==> src/rtl/rs_scheduler.sv <==
// Reservation station: holds issued ops until both operands are resolved by ALU/load
// broadcasts, then dispatches the lowest-index ready entry to the ALU, one per cycle.
module rs_scheduler #(
  parameter int unsigned RS_SIZE = 8,
  parameter int unsigned TAG_W   = 5,
  parameter int unsigned OP_W    = 6
) (
  input  logic             clk,
  input  logic             rst,
  input  logic             rdy,
  input  logic             clr,
  input  logic             issue_en,
  input  logic [OP_W-1:0]  issue_openum,
  input  logic [31:0]      issue_rs1_val,
  input  logic [31:0]      issue_rs2_val,
  input  logic [TAG_W-1:0] issue_rs1_rob_pos,
  input  logic [TAG_W-1:0] issue_rs2_rob_pos,
  input  logic [31:0]      issue_imm,
  input  logic [31:0]      issue_pc,
  input  logic [TAG_W-1:0] issue_rob_pos,
  input  logic             alu_result_ready,
  input  logic [TAG_W-1:0] alu_result_rob_pos,
  input  logic [31:0]      alu_result_val,
  input  logic             lsb_load_result_ready,
  input  logic [TAG_W-1:0] lsb_load_result_rob_pos,
  input  logic [31:0]      lsb_load_result_val,
  output logic             rs_full,
  output logic             alu_en,
  output logic [OP_W-1:0]  alu_openum,
  output logic [31:0]      alu_rs1_val,
  output logic [31:0]      alu_rs2_val,
  output logic [31:0]      alu_imm,
  output logic [31:0]      alu_pc,
  output logic [TAG_W-1:0] alu_rob_pos
);

  localparam int unsigned IdxW = (RS_SIZE > 1) ? $clog2(RS_SIZE) : 1;
  localparam int unsigned CntW = $clog2(RS_SIZE + 1);

  logic [RS_SIZE-1:0] busy_q, busy_d;
  logic [OP_W-1:0]    op_q  [RS_SIZE];
  logic [OP_W-1:0]    op_d  [RS_SIZE];
  logic [31:0]        vj_q  [RS_SIZE];
  logic [31:0]        vj_d  [RS_SIZE];
  logic [31:0]        vk_q  [RS_SIZE];
  logic [31:0]        vk_d  [RS_SIZE];
  logic [TAG_W-1:0]   qj_q  [RS_SIZE];
  logic [TAG_W-1:0]   qj_d  [RS_SIZE];
  logic [TAG_W-1:0]   qk_q  [RS_SIZE];
  logic [TAG_W-1:0]   qk_d  [RS_SIZE];
  logic [31:0]        imm_q [RS_SIZE];
  logic [31:0]        imm_d [RS_SIZE];
  logic [31:0]        pc_q  [RS_SIZE];
  logic [31:0]        pc_d  [RS_SIZE];
  logic [TAG_W-1:0]   rob_q [RS_SIZE];
  logic [TAG_W-1:0]   rob_d [RS_SIZE];

  logic             alu_en_q, alu_en_d;
  logic [OP_W-1:0]  alu_op_q, alu_op_d;
  logic [31:0]      alu_rs1_q, alu_rs1_d;
  logic [31:0]      alu_rs2_q, alu_rs2_d;
  logic [31:0]      alu_imm_q, alu_imm_d;
  logic [31:0]      alu_pc_q, alu_pc_d;
  logic [TAG_W-1:0] alu_rob_q, alu_rob_d;

  logic            sel_found, free_found;
  logic [IdxW-1:0] sel_idx, free_idx;
  logic [CntW-1:0] free_cnt;

  logic [31:0]      iss_vj, iss_vk;
  logic [TAG_W-1:0] iss_qj, iss_qk;

  // Selection, free-slot search and occupancy all look at pre-edge state only.
  always_comb begin
    sel_found  = 1'b0;
    sel_idx    = '0;
    free_found = 1'b0;
    free_idx   = '0;
    free_cnt   = '0;
    for (int i = 0; i < int'(RS_SIZE); i++) begin
      if (!sel_found && busy_q[i] && (qj_q[i] == '0) && (qk_q[i] == '0)) begin
        sel_found = 1'b1;
        sel_idx   = IdxW'(i);
      end
      if (!free_found && !busy_q[i]) begin
        free_found = 1'b1;
        free_idx   = IdxW'(i);
      end
      if (!busy_q[i]) begin
        free_cnt = free_cnt + CntW'(1);
      end
    end
  end

  assign rs_full = (free_cnt <= CntW'(1));

  // Same-cycle broadcast forwarding for the operands being inserted.
  always_comb begin
    iss_vj = issue_rs1_val;
    iss_qj = issue_rs1_rob_pos;
    iss_vk = issue_rs2_val;
    iss_qk = issue_rs2_rob_pos;
    if (issue_rs1_rob_pos != '0) begin
      if (alu_result_ready && (alu_result_rob_pos == issue_rs1_rob_pos)) begin
        iss_vj = alu_result_val;
        iss_qj = '0;
      end else if (lsb_load_result_ready && (lsb_load_result_rob_pos == issue_rs1_rob_pos)) begin
        iss_vj = lsb_load_result_val;
        iss_qj = '0;
      end
    end
    if (issue_rs2_rob_pos != '0) begin
      if (alu_result_ready && (alu_result_rob_pos == issue_rs2_rob_pos)) begin
        iss_vk = alu_result_val;
        iss_qk = '0;
      end else if (lsb_load_result_ready && (lsb_load_result_rob_pos == issue_rs2_rob_pos)) begin
        iss_vk = lsb_load_result_val;
        iss_qk = '0;
      end
    end
  end

  always_comb begin
    busy_d    = busy_q;
    op_d      = op_q;
    vj_d      = vj_q;
    vk_d      = vk_q;
    qj_d      = qj_q;
    qk_d      = qk_q;
    imm_d     = imm_q;
    pc_d      = pc_q;
    rob_d     = rob_q;
    alu_en_d  = 1'b0;
    alu_op_d  = alu_op_q;
    alu_rs1_d = alu_rs1_q;
    alu_rs2_d = alu_rs2_q;
    alu_imm_d = alu_imm_q;
    alu_pc_d  = alu_pc_q;
    alu_rob_d = alu_rob_q;

    if (clr) begin
      busy_d = '0;
    end else if (rdy) begin
      if (sel_found) begin
        alu_en_d         = 1'b1;
        alu_op_d         = op_q[sel_idx];
        alu_rs1_d        = vj_q[sel_idx];
        alu_rs2_d        = vk_q[sel_idx];
        alu_imm_d        = imm_q[sel_idx];
        alu_pc_d         = pc_q[sel_idx];
        alu_rob_d        = rob_q[sel_idx];
        busy_d[sel_idx]  = 1'b0;
      end

      for (int i = 0; i < int'(RS_SIZE); i++) begin
        if (busy_q[i] && (qj_q[i] != '0)) begin
          if (alu_result_ready && (alu_result_rob_pos == qj_q[i])) begin
            vj_d[i] = alu_result_val;
            qj_d[i] = '0;
          end else if (lsb_load_result_ready && (lsb_load_result_rob_pos == qj_q[i])) begin
            vj_d[i] = lsb_load_result_val;
            qj_d[i] = '0;
          end
        end
        if (busy_q[i] && (qk_q[i] != '0)) begin
          if (alu_result_ready && (alu_result_rob_pos == qk_q[i])) begin
            vk_d[i] = alu_result_val;
            qk_d[i] = '0;
          end else if (lsb_load_result_ready && (lsb_load_result_rob_pos == qk_q[i])) begin
            vk_d[i] = lsb_load_result_val;
            qk_d[i] = '0;
          end
        end
      end

      // free_idx is never the selected entry, so a slot freed this edge stays empty.
      if (issue_en && free_found) begin
        busy_d[free_idx] = 1'b1;
        op_d[free_idx]   = issue_openum;
        vj_d[free_idx]   = iss_vj;
        qj_d[free_idx]   = iss_qj;
        vk_d[free_idx]   = iss_vk;
        qk_d[free_idx]   = iss_qk;
        imm_d[free_idx]  = issue_imm;
        pc_d[free_idx]   = issue_pc;
        rob_d[free_idx]  = issue_rob_pos;
      end
    end
  end

  always_ff @(posedge clk) begin
    if (!rst) begin
      busy_q    <= '0;
      alu_en_q  <= 1'b0;
      alu_op_q  <= '0;
      alu_rs1_q <= '0;
      alu_rs2_q <= '0;
      alu_imm_q <= '0;
      alu_pc_q  <= '0;
      alu_rob_q <= '0;
    end else begin
      busy_q    <= busy_d;
      alu_en_q  <= alu_en_d;
      alu_op_q  <= alu_op_d;
      alu_rs1_q <= alu_rs1_d;
      alu_rs2_q <= alu_rs2_d;
      alu_imm_q <= alu_imm_d;
      alu_pc_q  <= alu_pc_d;
      alu_rob_q <= alu_rob_d;
    end
  end

  // Entry payload is qualified by busy, so it needs no reset.
  always_ff @(posedge clk) begin
    op_q  <= op_d;
    vj_q  <= vj_d;
    vk_q  <= vk_d;
    qj_q  <= qj_d;
    qk_q  <= qk_d;
    imm_q <= imm_d;
    pc_q  <= pc_d;
    rob_q <= rob_d;
  end

  assign alu_en      = alu_en_q;
  assign alu_openum  = alu_op_q;
  assign alu_rs1_val = alu_rs1_q;
  assign alu_rs2_val = alu_rs2_q;
  assign alu_imm     = alu_imm_q;
  assign alu_pc      = alu_pc_q;
  assign alu_rob_pos = alu_rob_q;

endmodule

==> config.mk <==
export PLATFORM = sky130hd
export DESIGN_NAME = rs_scheduler
export DESIGN_NICKNAME = d
export VERILOG_FILES = /design/src/rtl/rs_scheduler.sv
export SDC_FILE = /design/constraint.sdc
export NUM_CORES = 2
export LEC_CHECK = 0
export BUFFER_PORTS_ARGS = -buffer_cell sky130_fd_sc_hd__buf_2
export CAP_MARGIN = 15
export CORE_MARGIN = 2
export CORE_UTILIZATION = 24
export CTS_CLUSTER_DIAMETER = 80
export DETAILED_ROUTE_END_ITERATION = 7
export GPL_TIMING_DRIVEN = 0
export HOLD_SLACK_MARGIN = 0.15
export PLACE_DENSITY = 0.37
export SYNTH_ARGS = -nofsm -noshare
export SYNTH_HDL_FRONTEND = slang
export SYNTH_SLANG_ARGS = --single-unit
==> constraint.sdc <==
create_clock -name clk -period 18.4 [get_ports clk]
set_clock_uncertainty 0.05 [all_clocks]
set_input_delay 0.92 -clock clk [delete_from_list [all_inputs] [get_ports clk]]
set_output_delay 0.92 -clock clk [all_outputs]
set_load 0.02 [all_outputs]
**Word level (Yosys, flattened, before mapping)**

Index checks and enable logic that the tools add are counted.

- Register bits after elaboration: 1340
- ROM bits: 0
- Bits in writable memories: 0
- Latch bits: 0
- Memories: 0

- Div/mod/pow operators: 0
- Equality and inequality tests: 36
- Bitwise operators: 8
- $lt $le $gt $ge: 8
- $add $sub $neg: 7
- Multipliers: 0
- Multiplexer cells: 255
- Shift-type cells: 0
- Reductions and logical operators: 145

Operator list:

| cell | number |
|---|---|
| 32-bit 2-to-1 mux | 95 |
| 256-bit bitwise mux | 4 |
| 256-bit 2-to-1 mux | 2 |
| 5-bit 2-to-1 mux | 89 |
| 32-bit binary-select mux with 3-bit select | 4 |
| 5-bit equality test | 36 |
| 40-bit bitwise mux | 3 |
| 32-bit demux with 3-bit select | 1 |
| 5-bit nonzero test | 18 |
| 1-bit logical AND | 86 |
| 5-bit logical NOT | 16 |
| 40-bit 2-to-1 mux | 2 |
| 48-bit bitwise mux | 1 |
| 3-bit 2-to-1 mux | 12 |
| 8-bit 2-to-1 mux | 4 |
| 4-bit by 1-bit adder with 4-bit output (second input constant) | 7 |
| 4-bit 2-to-1 mux | 7 |
| 1-bit 2-to-1 mux | 22 |
| 1-bit logical NOT | 20 |
| 6-bit binary-select mux with 3-bit select | 1 |
| 6-bit demux with 3-bit select | 1 |
| 6-bit 2-to-1 mux | 3 |
| 5-bit binary-select mux with 3-bit select | 1 |
| 5-bit demux with 3-bit select | 1 |
| 15 further kinds | 23 |

**Longest topological paths before layout**

- Word-level depth: 50
- Mapped depth: 23
- Gate-level depth less buffers: 23

**Worst setup path before layout**

OpenSTA, ideal clock, no wires.

- Path type: input -> register
- Start point: input port clr
- End point: register qj_q[0] (netlist bit), enable pin
- Arrival time: 12603 ps
- Stages on the path: 3
- Buffers on the path: 1
- Setup time: 934 ps
- Required time: 17416 ps
- Path slack: 4813 ps
- Path through: nand2b_1 -> clkbuf_1 -> inv_1

- Longest elaborated chain between the ends: 2

Ends and longest elaborated chain:

| what | RTL line | source |
|---|---|---|
| start: declaration | 11 | `input logic clr,` |
| 1-bit inverter (no line) | - |  |
| 2-bit AND reduction (no line) | - |  |
| end signal: assignment | 218 | `qj_q <= qj_d;` |
| end: declaration | 47 | `logic [TAG_W-1:0] qj_q [RS_SIZE];` |

No other way between the ends.
A chain may end at the register's enable or synchronous reset.

**Worst setup path after layout**

- Start point: register busy_q[1]
- End point: output port rs_full

- Longest elaborated chain between the ends: 14

Ends and longest elaborated chain:

| what | RTL line | source |
|---|---|---|
| start: declaration | 40 | `logic [RS_SIZE-1:0] busy_q, busy_d;` |
| start signal: assignment | 202 | `busy_q <= busy_d;` |
| 4-bit 2-to-1 mux (*) | 89 | `if (!busy_q[i]) begin` |
| 4-bit by 1-bit adder with 4-bit output | 90 | `free_cnt = free_cnt + CntW'(1);` |
| 4-bit 2-to-1 mux (*) | 89 |  |
| 4-bit by 1-bit adder with 4-bit output | 90 |  |
| 4-bit 2-to-1 mux (*) | 89 |  |
| 4-bit by 1-bit adder with 4-bit output | 90 |  |
| 4-bit 2-to-1 mux (*) | 89 |  |
| 4-bit by 1-bit adder with 4-bit output | 90 |  |
| 4-bit 2-to-1 mux (*) | 89 |  |
| 4-bit by 1-bit adder with 4-bit output | 90 |  |
| 4-bit 2-to-1 mux (*) | 89 |  |
| 4-bit by 1-bit adder with 4-bit output | 90 |  |
| 4-bit 2-to-1 mux (*) | 89 |  |
| 4-bit by 1-bit <= comparator with 1-bit output (*) | 95 | `assign rs_full = (free_cnt <= CntW'(1));` |
| end: declaration | 27 | `output logic rs_full,` |

Mark *: on every way between the ends. The rest lies on a longest branch, timed or not.

==> results summary <==
The flow ran to the end, and the final reports show no timing, DRC or antenna violations. The count of final max-slew check failures is 0. In the synthesized netlist, mux cells make up about an eighth of the area.

The highest fanout seen on the critical path is 6. The worst-case clock buffer depth is 4. The fraction of layout instances using a drive strength above 1 came out at between 10% and 20%.

By area, the combinational part of the netlist is dominated by compound AO/OA/AOI/OAI gates. Sorting the synthesized cells by how often they occur yields edfxtp_1, mux2i_1, o21ai_0. The power density over cell area is 87.51 mW/mm2.

The number of library cell types mapped by synthesis came out at 54. The number of setup violations in the final report came out at 0. CTS placed an instance of clkbuf_16 at the clock tree root.

The number of global-route vias before repair came out at 57890. The first-pass detailed-route iteration total is 7. The met2 wire length is 168400 um.

The routability-driven placement congestion ratio came out at 0.9381. The area share of xor/xnor cells in the synthesized design is 2.428%. The critical path is of the reg2out type. The final critical path takes up between 30% and 40% of the cycle. Setup repair after global routing left no endpoint under its margin. The wire length on met1 is 156100 um. STA classifies the critical path endpoint as an output port.

The most common cell in the synthesized netlist is edfxtp_1. Summing over every cut layer, the via total after detailed routing is 59880. The mean number of vias per cell came out at 5.460. The number of synthesized flops with an enable pin is approximately 1200. The die height is ~550 um. After legalization and detailed placement, the total HPWL measured between 200000 and 300000 um. The total power draw came out at 7.325 mW. The remaining max-slew budget at the tightest pin came out at 9.383%.

For the pin with the worst max-slew slack, the measured transition is 1359 ps. The highest routing layer actually used is met5. The signed area change from the synthesized netlist to the final layout came out at 18.66%. The global-route wire length before repair came out at 503200 um. The insertion delay to the later sink of the worst-skew pair is 860 ps. The iteration-0 DRC count of the detailed router is 7442. During synthesis, Yosys emitted a total of 0 warnings. The total congestion overflow is 0. The post-route minimum period is 6890 ps. The mean instance size in the synthesized netlist is 11.09 um2. The detailed route wirelength on metal3 came out at 31280 um. After Yosys synthesis, and, or, nand and nor cells account for roughly 8.6% of the synthesized area.

The count of hold buffers inserted by post-cts repair came out at 0. For this design, the slowest cell found on the critical path is dfxtp_1. The arithmetic-cell share of the synthesized area counting full adders, half adders and majority gates is 0.1596%. The number of design rule violations left after detail routing is 0. The instance area at placement is 0.07811 mm2.

The clock transition at the register clock pins on the worst setup and hold paths after CTS is 60 ps. The path class of the tightest hold or removal check is in2reg. The effective utilization at floorplan came out at 24.07%. The worst path arrival time came out at between 5000 and 6000 ps. The post-synthesis compound-gate area fraction is about 17%. The post-cts gate resize count is 0. The aggregate routed wire length is 373400 um. The number of buffers added for setup after CTS is 0. The number of top-level design ports is 371. In the post-synthesis netlist, the biggest area contributors are edfxtp_1, mux2i_1, o211ai_1, o21ai_0, dfxtp_1. In the synthesized netlist the dominant register cell turns out to be edfxtp_1. The total core area came out at 0.2931 mm2. The number of port buffers came out at 304. The number of failing hold endpoints at the final stage came to 0.

CTS built an H-tree with a depth of 4. The floorplan step defined a die boundary enclosing 0.2983 mm2. The worst supply voltage drop on vdd came out at 0.05948 mV. The maximum number of pins on one net before global-route repair came out at 108. Counting both buffers and inverters, the worst setup path holds a total of 3. The fmax came out at 145.1 MHz.

The number of antenna violations at the first check in global routing came out at 79. Broken down by cell family, the worst path's largest delay share belongs to adder cells. TritonCTS built the clock tree.

The count of nets left with antenna violations once routing finished came out at 0. The cell area after synthesis is 0.07054 mm2. The static leakage is ~26 nW. The kind of start point of the critical path is a flip-flop. The net count after synthesis is 6598. The cell area after layout is 0.08371 mm2. The gate count of the mapped netlist is 6359.

The critical path's most frequent cell is ha_1. The total clock buffers created by CTS is 169. The number of clock sinks came out at 1340. The largest total area in the synthesized netlist belongs to edfxtp_1. In this run, synthesis produced a sequential element count of 1340.

The signal on the critical path passes through inv_1 > ha_1 > xnor2_1 > ha_1 > nand2b_1 > nand2_1 > ha_1 > nor2_1 > a31oi_1 > ha_1 > mux2i_1 > inv_1 > ha_1 > nor2_1 > a21oi_1 > ha_1 > xor2_1 > xnor2_1 > or3_1 > a21oi_1 > a21oi_1 > mux2i_1 > buf_2. The number of maximum-capacitance constraint violations is 0. After detailed routing, the average wire length per cell comes to 34.05 um.

At the worst endpoint, the required time is 17430 ps. The area share of the largest cell type after synthesis came out at 50.74%. For this run, the slowest stage of the critical path takes 560 ps. The async set-reset flop share out of synthesis is 0%.

The total routing resource utilization after global routing came out at between 20% and 30%. The cell row count is about 200. The part of the Yosys area used for sequential elements came out at 54.94%. The number of nets in the final layout is between 7000 and 8000. Measured along the x axis, the die boundary spans around 550 um.
[final timing paths]
path                         from               to  slack [ps]  cells after the start
hold / removal      issue_imm[18]       imm_q[178]         280                      1
setup / recovery        busy_q[1]          rs_full       11510                     23
hold reg to reg   alu_rs1_val[23]  alu_rs1_val[23]         490                      2
setup reg to reg          qk_q[0]   alu_rs1_val[7]       12830                     10
[power by group]
group | switching, mW | internal (mW)
combinational | 0.353 | 0.145
clock | 1.42 | 1.99
sequential | 0.0373 | 3.38
total | 1.81 | 5.52
[worst register-to-register path, cell delays in order, from the launching register on]
cell,delay [ps]
edfxtp_1,450
or4_1,660
nor4_1,580
nand2_1,190
nor4b_2,230
a21oi_2,800
buf_2,830
buf_1,630
nand3_1,280
a21oi_1,530
a21oi_1,160
[routing by layer]
metal | track usage [%] | vias to the layer above
li1 | - | 25580
met2 | 37.99 | 3097
met5 | 0 | -
met4 | 10.21 | 50
met3 | 5.567 | 641
met1 | 31.46 | 30520
[flip-flops by register name, summed over array words and instances, names as in the netlist]
| signal | flops |
|---|---|
| alu_en | 1 |
| alu_imm | 32 |
| alu_openum | 6 |
| alu_pc | 32 |
| alu_rob_pos | 5 |
| alu_rs1_val | 32 |
| alu_rs2_val | 32 |
| busy_q | 8 |
| imm_q | 256 |
| op_q | 48 |
| pc_q | 256 |
| qj_q | 40 |
| qk_q | 40 |
| rob_q | 40 |
| vj_q | 256 |
| vk_q | 256 |
[stage by stage]
step,instances,util (%),setup slack [ps],hold WS [ps],setup TNS [ps]
after floorplan,6359,-,4813,445.1,0
final,10970,28.56,11510,285.0,0
after global placement,10580,26.26,-3855,472.1,-2216000
after detailed placement,10640,26.65,12090,475.3,0
after global routing,10950,28.55,10980,258.8,0
after CTS,10930,28.52,11440,223.4,0
[layout by cell type, fill, tap and decap left out, drive strengths merged, types with 149 or more instances in the layout]
master / n
mux2i: 723
nand3: 163
a21oi: 340
edfxtp: 1192
o22ai: 188
o211ai: 453
buf: 485
o22a: 186
clkbuf: 810
nand2: 596
nand4: 282
o21ai: 667
xor2: 149
[cells by family after synthesis]
logic type                 after synthesis
and+or+nand+nor                       1267
adders and majority gates                9
buffers and inverters                  777
xor gates and xnor gates               194
AOI/OAI and AO/OA                     1914
muxes                                  858
DFF                                   1340
[final cells by class]
cell class | instances | area (um2)
fillers | 30640 | 209400
flip-flops and latches | 1340 | 38760
multi-input cells | 4242 | 28620
well taps | 3919 | 4903
clock buffers | 228 | 4735
plain buffers | 702 | 2973
repair buffers | 365 | 2646
clock inverters | 70 | 720.7
inverters | 75 | 289.0
diodes | 26 | 65.06
No activity file was read; power rests on OpenSTA's default activity.
